$ cat config.mk
export PLATFORM = sky130hd
export DESIGN_NAME = seq_pattern_detector
export DESIGN_NICKNAME = d
export VERILOG_FILES = /design/src/rtl/seq_pattern_detector_pkg.sv /design/src/rtl/seq_fallback_table.sv /design/src/rtl/seq_pattern_detector.sv
export SDC_FILE = /design/constraint.sdc
export NUM_CORES = 1
export LEC_CHECK = 0
export CORE_MARGIN = 2
export CORE_UTILIZATION = 47
export CTS_CLUSTER_DIAMETER = 120
export DETAILED_ROUTE_END_ITERATION = 6
export GPL_TIMING_DRIVEN = 0
export HOLD_SLACK_MARGIN = 0.08
export PLACE_DENSITY = 0.8
export SYNTH_ARGS = -nofsm -noshare
export SYNTH_HDL_FRONTEND = slang
export SYNTH_SLANG_ARGS = --single-unit
$ cat constraint.sdc
create_clock -name clk -period 3.9 [get_ports clk]
set_clock_uncertainty 0.2 [all_clocks]
set_input_delay 0.78 -clock clk [delete_from_list [all_inputs] [get_ports clk]]
set_output_delay 0.78 -clock clk [all_outputs]
set_load 0.05 [all_outputs]
$ cat src/rtl/seq_pattern_detector_pkg.sv
// Shared constants and the compile-time KMP helper for the serial
// pattern detector (state width, mode encodings, next-state function).
package seq_pattern_detector_pkg;

  localparam bit MODE_MEALY = 1'b0;
  localparam bit MODE_MOORE = 1'b1;
  localparam bit OVR_OFF    = 1'b0;
  localparam bit OVR_ON     = 1'b1;
  localparam int MAX_LEN    = 16;
  localparam int ST_W       = 4;

  // Longest k <= kmax such that the first k pattern bits equal the
  // last k bits of (prefix(s) followed by b). Only ever evaluated
  // in localparam context, so the loops never reach hardware.
  // Bit i of the prefix (i=0 received first) is pat[len-1-i].
  function automatic logic [ST_W-1:0] kmp_next(
    input logic [MAX_LEN-1:0] pat,
    input int                 len,
    input int                 s,
    input logic               b,
    input int                 kmax
  );
    int   best;
    int   idx;
    logic ok;
    logic sb;
    best = 0;
    for (int k = kmax; k >= 1; k--) begin
      ok = 1'b1;
      for (int j = 0; j < k; j++) begin
        idx = s + 1 - k + j;
        sb  = (idx == s) ? b : pat[len-1-idx];
        if (sb != pat[len-1-j]) ok = 1'b0;
      end
      if (ok && best == 0) best = k;
    end
    return best[ST_W-1:0];
  endfunction

endpackage

$ cat src/rtl/seq_fallback_table.sv
// Combinational next-state lookup for the pattern detector.
// Ports: state/x in; nstate (KMP successor), hit (final bit matched) out.
module seq_fallback_table
  import seq_pattern_detector_pkg::*;
#(
  parameter int             LEN     = 4,
  parameter logic [LEN-1:0] PATTERN = 4'b1011
) (
  input  logic [ST_W-1:0] state,
  input  logic            x,
  output logic [ST_W-1:0] nstate,
  output logic            hit
);

  localparam logic [MAX_LEN-1:0] PAT =
    MAX_LEN'(PATTERN);
  localparam logic [ST_W-1:0] LAST =
    ST_W'(LEN - 1);

  logic [ST_W-1:0] ns0 [MAX_LEN];
  logic [ST_W-1:0] ns1 [MAX_LEN];

  // Row s: successor after seeing 0 / 1.
  // In the last row a full match is capped at
  // LEN-1, which yields the overlap border.
  for (genvar s = 0; s < MAX_LEN; s++) begin : g_row
    if (s < LEN) begin : g_live
      localparam int KMAX =
        (s + 1 < LEN) ? s + 1 : LEN - 1;
      localparam logic [ST_W-1:0] N0 =
        kmp_next(PAT, LEN, s, 1'b0, KMAX);
      localparam logic [ST_W-1:0] N1 =
        kmp_next(PAT, LEN, s, 1'b1, KMAX);
      assign ns0[s] = N0;
      assign ns1[s] = N1;
    end else begin : g_pad
      assign ns0[s] = '0;
      assign ns1[s] = '0;
    end
  end

  always_comb begin
    nstate = x ? ns1[state] : ns0[state];
    hit    = (state == LAST) &&
             (x == PATTERN[0]);
  end

endmodule

$ cat src/rtl/seq_pattern_detector.sv
// Serial sequence detector: x sampled when y=1, z flags PATTERN.
// Ports: clk, rst_n, x, y, clear in; z, match_count, state_dbg out.
module seq_pattern_detector
  import seq_pattern_detector_pkg::*;
#(
  parameter int             LEN     = 4,
  parameter logic [LEN-1:0] PATTERN = 4'b1011,
  parameter bit             MOORE   = 1'b0,
  parameter bit             OVERLAP = 1'b1,
  parameter int             CNT_W   = 8
) (
  input  logic             clk,
  input  logic             rst_n,
  input  logic             x,
  input  logic             y,
  input  logic             clear,
  output logic             z,
  output logic [CNT_W-1:0] match_count,
  output logic [4:0]       state_dbg
);

  if (LEN < 2 || LEN > MAX_LEN || CNT_W < 1)
  begin : g_bad_params
    $error("seq_pattern_detector: bad LEN/CNT_W");
  end

  localparam logic [CNT_W-1:0] CNT_MAX = '1;

  logic [ST_W-1:0]  state_q;
  logic [ST_W-1:0]  state_d;
  logic [ST_W-1:0]  nstate;
  logic             hit;
  logic             match_ev;
  logic             z_q;
  logic             z_d;
  logic [CNT_W-1:0] cnt_q;
  logic [CNT_W-1:0] cnt_d;

  seq_fallback_table #(
    .LEN     (LEN),
    .PATTERN (PATTERN)
  ) u_table (
    .state  (state_q),
    .x      (x),
    .nstate (nstate),
    .hit    (hit)
  );

  // clear suppresses a coincident match
  assign match_ev = y & ~clear & hit;

  always_comb begin
    state_d = state_q;
    z_d     = 1'b0;
    cnt_d   = cnt_q;
    if (clear) begin
      state_d = '0;
      cnt_d   = '0;
    end else if (y) begin
      z_d = match_ev;
      if (match_ev && OVERLAP == OVR_OFF)
        state_d = '0;
      else
        state_d = nstate;
      if (match_ev && cnt_q != CNT_MAX)
        cnt_d = cnt_q + 1'b1;
    end
  end

  always_ff @(posedge clk or negedge rst_n) begin
    if (!rst_n) begin
      state_q <= '0;
      z_q     <= 1'b0;
      cnt_q   <= '0;
    end else begin
      state_q <= state_d;
      z_q     <= z_d;
      cnt_q   <= cnt_d;
    end
  end

  assign z = (MOORE == MODE_MOORE) ?
             z_q : (match_ev & rst_n);
  assign match_count = cnt_q;
  assign state_dbg   = {1'b0, state_q};

endmodule

# Yosys cells after proc, flatten, opt, wreduce, memory -nomap -nowiden
# Memories as Yosys holds them, arrays and structs flattened.
# Cells that the tools add are included.
# totals
input_bits,5
reg_bits,12
memories,2
mem_bits_ro,128
out_inout_bits,14
elab_cells,28
# mem_list
memory,words,word_bits,rd,rd_ports_with_merged_regs,wr,line_no,source
(name not given),16,4,1,0,0,seq_fallback_table.sv:43,nstate = x ? ns1[state] : ns0[state];
(name not given),16,4,1,0,0,seq_fallback_table.sv:43,
# classes
n_mux,10
n_bitwise,5
addsub,1
order_cmp,1
reduce_logical,5
eq_ne,2
# ops
op,n
$mux 4,7
$mux 8,3
$add 8x1->8 const B,1
$ne 8x8->1 const B,1
$ge 5x5->1 const B,1
$not 4->5,1
$eq 4x2->1 const B,1
$reduce_bool 2->1,2
$and 1x1->1,3
$logic_and 1x1->1,2
$reduce_and 2->1,1
$not 1->1,1

# Longest topological paths before layout
# Gate-level depths: netlist of run 1.
# depth
word_depth,7
mapped_depth,5

# Cells and area by module
# From an unflattened synthesis of run 1, not the netlist that was laid out.
# hier_totals
cells_unflattened,70
hier_area_um2,738.2
# modules_own_cells
module,area_each_um2,n_inst,cells_each
seq_pattern_detector,679.4,1,62
seq_fallback_table,58.8,1,8

# Worst setup path after synthesis of run 1
# OpenSTA, ideal clock, no wires.
# synth_timing
kind,input port to output port
from,input y
to,output z
stages,2
path_buffers,0
t_required_ns,2.920
arrival_time_ns,2.141
setup_slack_ns,0.779
cell_sequence,nand4_4 > nor3b_1
# synth_via
elab_chain_cells,3
# synth_lines
element,line_no,source
"start, declared",seq_pattern_detector.sv:15,"input logic y,"
$and 1x1->1 (2 in a row),seq_pattern_detector.sv:50,assign match_ev = y & ~clear & hit;
$and 1x1->1,seq_pattern_detector.sv:83,z_q : (match_ev & rst_n);
"end, declared",seq_pattern_detector.sv:17,"output logic z,"
# No other way between the ends.

# Worst setup path after layout of run 1
# Same ends and word-level chain as after synthesis.

==> metrics.txt, run 1 <==
status=finished, final reports clean; arrival time worst endpoint=2.63 ns; Final Cycle Share=0.926; Final Hold Violating Endpoints=0; fin area=830 um^2; Placed Area=793 um^2; WL/cell=12.4 um; Hold-fix buffers, CTS=0; drt initial violations=11; global route total overflow=0; Syn. warnings=0; PnR worst setup slack=0.289 ns; endpoints failing setup=0; die area=0.00162 mm^2; nets=83; first-pass GRT wire length=1660 um; I/O Buffers=15; clock slew at reported path FFs=0.07 ns; worst skew pair latency=0.27 ns; crit-path max FO=6; WHS Endpoint=match_count[5]; fmax=0.277 GHz; reg-to-reg endpoint=match_count[0]; Leakage=0.000368 uW; count of max-cap constraint violations=0; Root Buffer Master=clkbuf_4; Clock Sinks=10; Syn Area/Cell=11.2 um^2; Final min period=3.61 ns; worst path required time=2.92 ns; max-slew violations=0; Post-Syn Area=617 um^2; Die W=40.2 um; Seq/Total Area, Yosys=0.406; total power draw=227 uW; std cell rows=13; H-tree levels=1; largest net degree at the start of global routing=12; hold depth=2; CTS tree=done; worst-case reg-to-reg path depth=5; cell taking the most area after synthesis=dfrtp_1; Power Density=273 mW/mm^2; type of the most critical hold path=reg -> reg; # diodes=0; share of cells above drive strength 1=0.197; Pre-antenna DRT Iters=3; final cell count without fillers=91; CTS Buf Count=3; die height=40.2 um; FF+latch count, synth=10; Antenna Nets Post-Route=0; reg-to-reg startpoint=match_count[0]; detailed placer's ending HPWL=827 um; dpl cells=87; HP Start=match_count[5]; critical path class=in -> out; RSZ-0062 raised after global routing=no; Synth area leaders=dfrtp_1 41%, xnor2_1 5.7%, a2111oi_4 4.5%; overall routing resource usage=0.160; Place WS=0.286 ns; worst vdd ir=196 uV; Critical Path Source Type=input port; via/cell ratio=5.00; DRC Markers=0; Initial Utilization=0.486; post-CTS sizing=0; initial antenna violation count=0; vias in the first global route=391; post-CTS setup buffer count=0; I/O pins=19; Core Footprint=0.00127 mm^2; crit end category=primary output; final WL=1130 um; Setup TNS=0 ns; vias=455; Yosys cell types=29; area share of the largest cell type after synthesis=0.406; R2R Setup Slk=1.99 ns; Mapped Cells=55; Max clock buf depth=2; Synth-to-Final Area Change=34.5%; routability cong.=0.816
cell type report:
class,count,area (um^2)
fill,99,439
multi-input combinational,42,344
sequential,10,250
timing repair buffer,15,150
clock buffer,4,36.3
buffer,4,26.3
tap,15,18.8
inverter,1,3.75
state kept, by name, summed over array words and instances, names as in the netlist:
signal and cells:
state_q 2, match_count 8
layout by cell type, fill, tap and decap left out, types with 2 or more instances in the layout:
cell type         n
a211oi_1          2
mux2i_1           2
conb_1            3
clkbuf_4          3
nand2_1           4
dfrtp_1          10
o21ai_0           2
buf_4             3
xnor2_1           4
nor2_1            7
clkdlybuf4s50_1  15
cells in the mapped netlist:
cell / count
a2111oi_4: 1
a211oi_1: 2
a211oi_4: 1
a21oi_1: 1
a22o_1: 1
and3_1: 1
and3_4: 1
and4_4: 1
buf_4: 3
clkbuf_1: 1
conb_1: 1
dfrtp_1: 10
ha_1: 1
inv_1: 1
mux2_2: 1
mux2i_1: 2
nand2_1: 4
nand2b_1: 1
nand3_1: 1
nand4_4: 1
nand4b_4: 1
nor2_1: 7
nor2b_1: 1
nor3_1: 1
nor3b_1: 1
nor4b_2: 1
o21ai_0: 2
or2b_1: 1
xnor2_1: 4
layer usage:
layer  wire length, um  vias to the layer above  GRT usage
met5                 0                        -          0
met4                17                        0      0.100
met3                48                        2     0.0333
met2               507                       10      0.226
li1                  -                      235          -
met1               556                      208      0.218
critical path, stage by stage:
cell and delay (ns):
clkdlybuf4s50_1 0.58, nand4_4 0.20, nor3b_1 0.24, clkdlybuf4s50_1 0.83
metrics by stage:
stage	hold WS, ns	utilization
after floorplan	0.284	-
after global placement	0.379	0.625
after detailed placement	0.395	0.625
after CTS	0.407	0.654
after global routing	0.417	0.654
final	0.409	0.654
power breakdown:
part | leakage (uW) | switching (uW) | internal (uW) | total [uW]
registers | 0.000139 | 1.25 | 104 | 106
clock network | 0.0000210 | 37.8 | 56.7 | 94.4
logic | 0.000208 | 17.2 | 9.34 | 26.5
total | 0.000368 | 56.2 | 170 | 227
cells by family after synthesis:
group / after synthesis / synth area share
multiplexers: 3 / 0.0507
AND/OR/NAND/NOR: 23 / 0.272
other: 1 / 0.00608
XOR/XNOR: 4 / 0.0568
flip-flops: 10 / 0.406
AO/OA/AOI/OAI: 8 / 0.140
buffers and inverters: 5 / 0.0487
adder cells (fa/ha/maj): 1 / 0.0203
worst max path at each step:
stage	from	to	slack [ns]	cells after the start
2_1_floorplan	y	z	0.78	2
3_3_place_gp	rst_n	z	0.29	3
3_5_place_dp	y	z	0.29	4
4_1_cts	y	z	0.28	4
5_1_grt	rst_n	z	0.15	3
6_report	y	z	0.29	4
(Power assumes the default switching activity.)
==> run 2, diff against run 1 <==
- CORE_UTILIZATION: 47 -> 41
- PLACE_DENSITY: 0.8 -> 0.72
==> run 2 against run 1 <==
Against the previous run: fmax grew 0.20%; routed wire length grew 3.5%; largest cell class unchanged; global-route usage increased by 0.14 points; critical endpoint unchanged; sequential power is essentially flat; via count up 2.9%; critical path type unchanged; highest routed layer unchanged; final cell count down 1.1%; worst hold slack got worse by 0.0091 ns; die area increased by 13%.
==> metrics.txt, run 2 (same netlist as run 1, synthesis figures left out) <==
fmax=0.278 GHz; overall routing resource usage=0.161; worst skew pair latency=0.27 ns; CTS tree=done; commonest non-fill, non-tap cell in the layout=clkdlybuf4s50_1; Hold-fix buffers, CTS=0; vias in the first global route=482; most frequent cells in the layout=15 x clkdlybuf4s50_1, 10 x dfrtp_1, 7 x nor2_1; Slew HR=0.663; worst vdd ir=156 uV; max-slew violations=0; Final Hold Violating Endpoints=0; arrival time worst endpoint=2.62 ns; Root Buffer Master=clkbuf_4; Pre-antenna DRT Iters=2; Placed Area=793 um^2; critical path class=in -> out; post-CTS sizing=0; nets=83; Leakage=0.000361 uW; Max clock buf depth=2; post-CTS setup buffer count=0; std cell rows=13; Final min period=3.60 ns; drt initial violations=3; via/cell ratio=5.20; Critical Path Source Type=input port; Final Cycle Share=0.924; Power Density=247 mW/mm^2; status=finished, final reports clean; GRT Max-Usage Layer=met2; count of max-cap constraint violations=0; FILL cells=126; GRT met2 Usage=0.245; H-tree levels=1; worst slew pin tran=0.504 ns; type of the most critical hold path=reg -> reg; initial antenna violation count=0; first-pass GRT wire length=2130 um; # diodes=0; met1 GRT Util=0.194; number of flip-flops in the largest register=8; met3 usage=0.0809; Synth-to-Final Area Change=32.3%; share of cells above drive strength 1=0.187; CTS Buf Count=3; I/O pins=19; RSZ-0062 raised after global routing=no; Initial Utilization=0.457; vias=468; die height=42.8 um; crit-path max FO=6; clock slew at reported path FFs=0.06 ns; worst hold slack=0.400 ns; I/O Buffers=15; final WL=1170 um; WL/cell=13.0 um; die area=0.00183 mm^2; largest net degree at the start of global routing=12; DRC Markers=0; detailed placer's ending HPWL=893 um; Die W=42.8 um; endpoints failing setup=0; worst path required time=2.92 ns; Clock Sinks=10; routability cong.=0.749; fin area=816 um^2; Antenna Nets Post-Route=0; Core Footprint=0.00135 mm^2; crit end category=primary output; global route total overflow=0; Setup TNS=0 ns
run 2: changes by cell type in the layout (fill, tap and decap cells not counted):
cell,previous run,this run
clkbuf_8,1,0
run 2: path summary, 6_finish.rpt:
| check | startpoint | end | slack, ns | depth (start not counted) |
|---|---|---|---|---|
| hold reg to reg | match_count[2] | match_count[2] | 0.40 | 1 |
| setup reg to reg | match_count[0] | match_count[0] | 1.98 | 5 |
| hold / removal | match_count[2] | match_count[2] | 0.40 | 1 |
| setup / recovery | y | z | 0.30 | 4 |
| min in group asynchronous | rst_n | match_count[2] | 0.64 | 1 |
| max in group asynchronous | rst_n | match_count[3] | 2.54 | 1 |
run 2: stage by stage:
stage / setup WS [ns] / utilization / total power (uW) / cells
CTS: 0.272 / 0.604 / 206 / 90
global placement: 0.279 / 0.588 / 134 / 87
detailed placement: 0.282 / 0.588 / 134 / 87
finish: 0.297 / 0.604 / 201 / 90
global route: 0.168 / 0.604 / 214 / 90
floorplan: 0.779 / - / 124 / 57
run 2: final cells by class:
cell class	count	area, um^2	share of cell area
Inverter	1	3.75	0.00460
Clock buffer	3	22.5	0.0276
Timing Repair Buffer	15	150	0.184
Sequential cell	10	250	0.307
Multi-Input combinational cell	42	344	0.422
Buffer	4	26.3	0.0322
Tap cell	15	18.8	0.0230
run 2: report_power, final:
| part | total (uW) | internal [uW] | switching, uW |
|---|---|---|---|
| Combinational | 26.4 | 9.33 | 17.1 |
| Sequential | 106 | 105 | 1.28 |
| Clock | 69.1 | 35.6 | 33.5 |
| Total | 201 | 149 | 51.9 |
run 2: worst max-delay path: stages:
cell,delay (ns)
clkdlybuf4s50_1,0.58
nand4_4,0.21
nor3b_1,0.23
clkdlybuf4s50_1,0.83
run 2: routing by layer:
layer / vias to the layer above / part of all wire
met5: - / 0
met4: 0 / 0.0086
met3: 2 / 0.068
met2: 15 / 0.48
met1: 221 / 0.44
li1: 230 / -
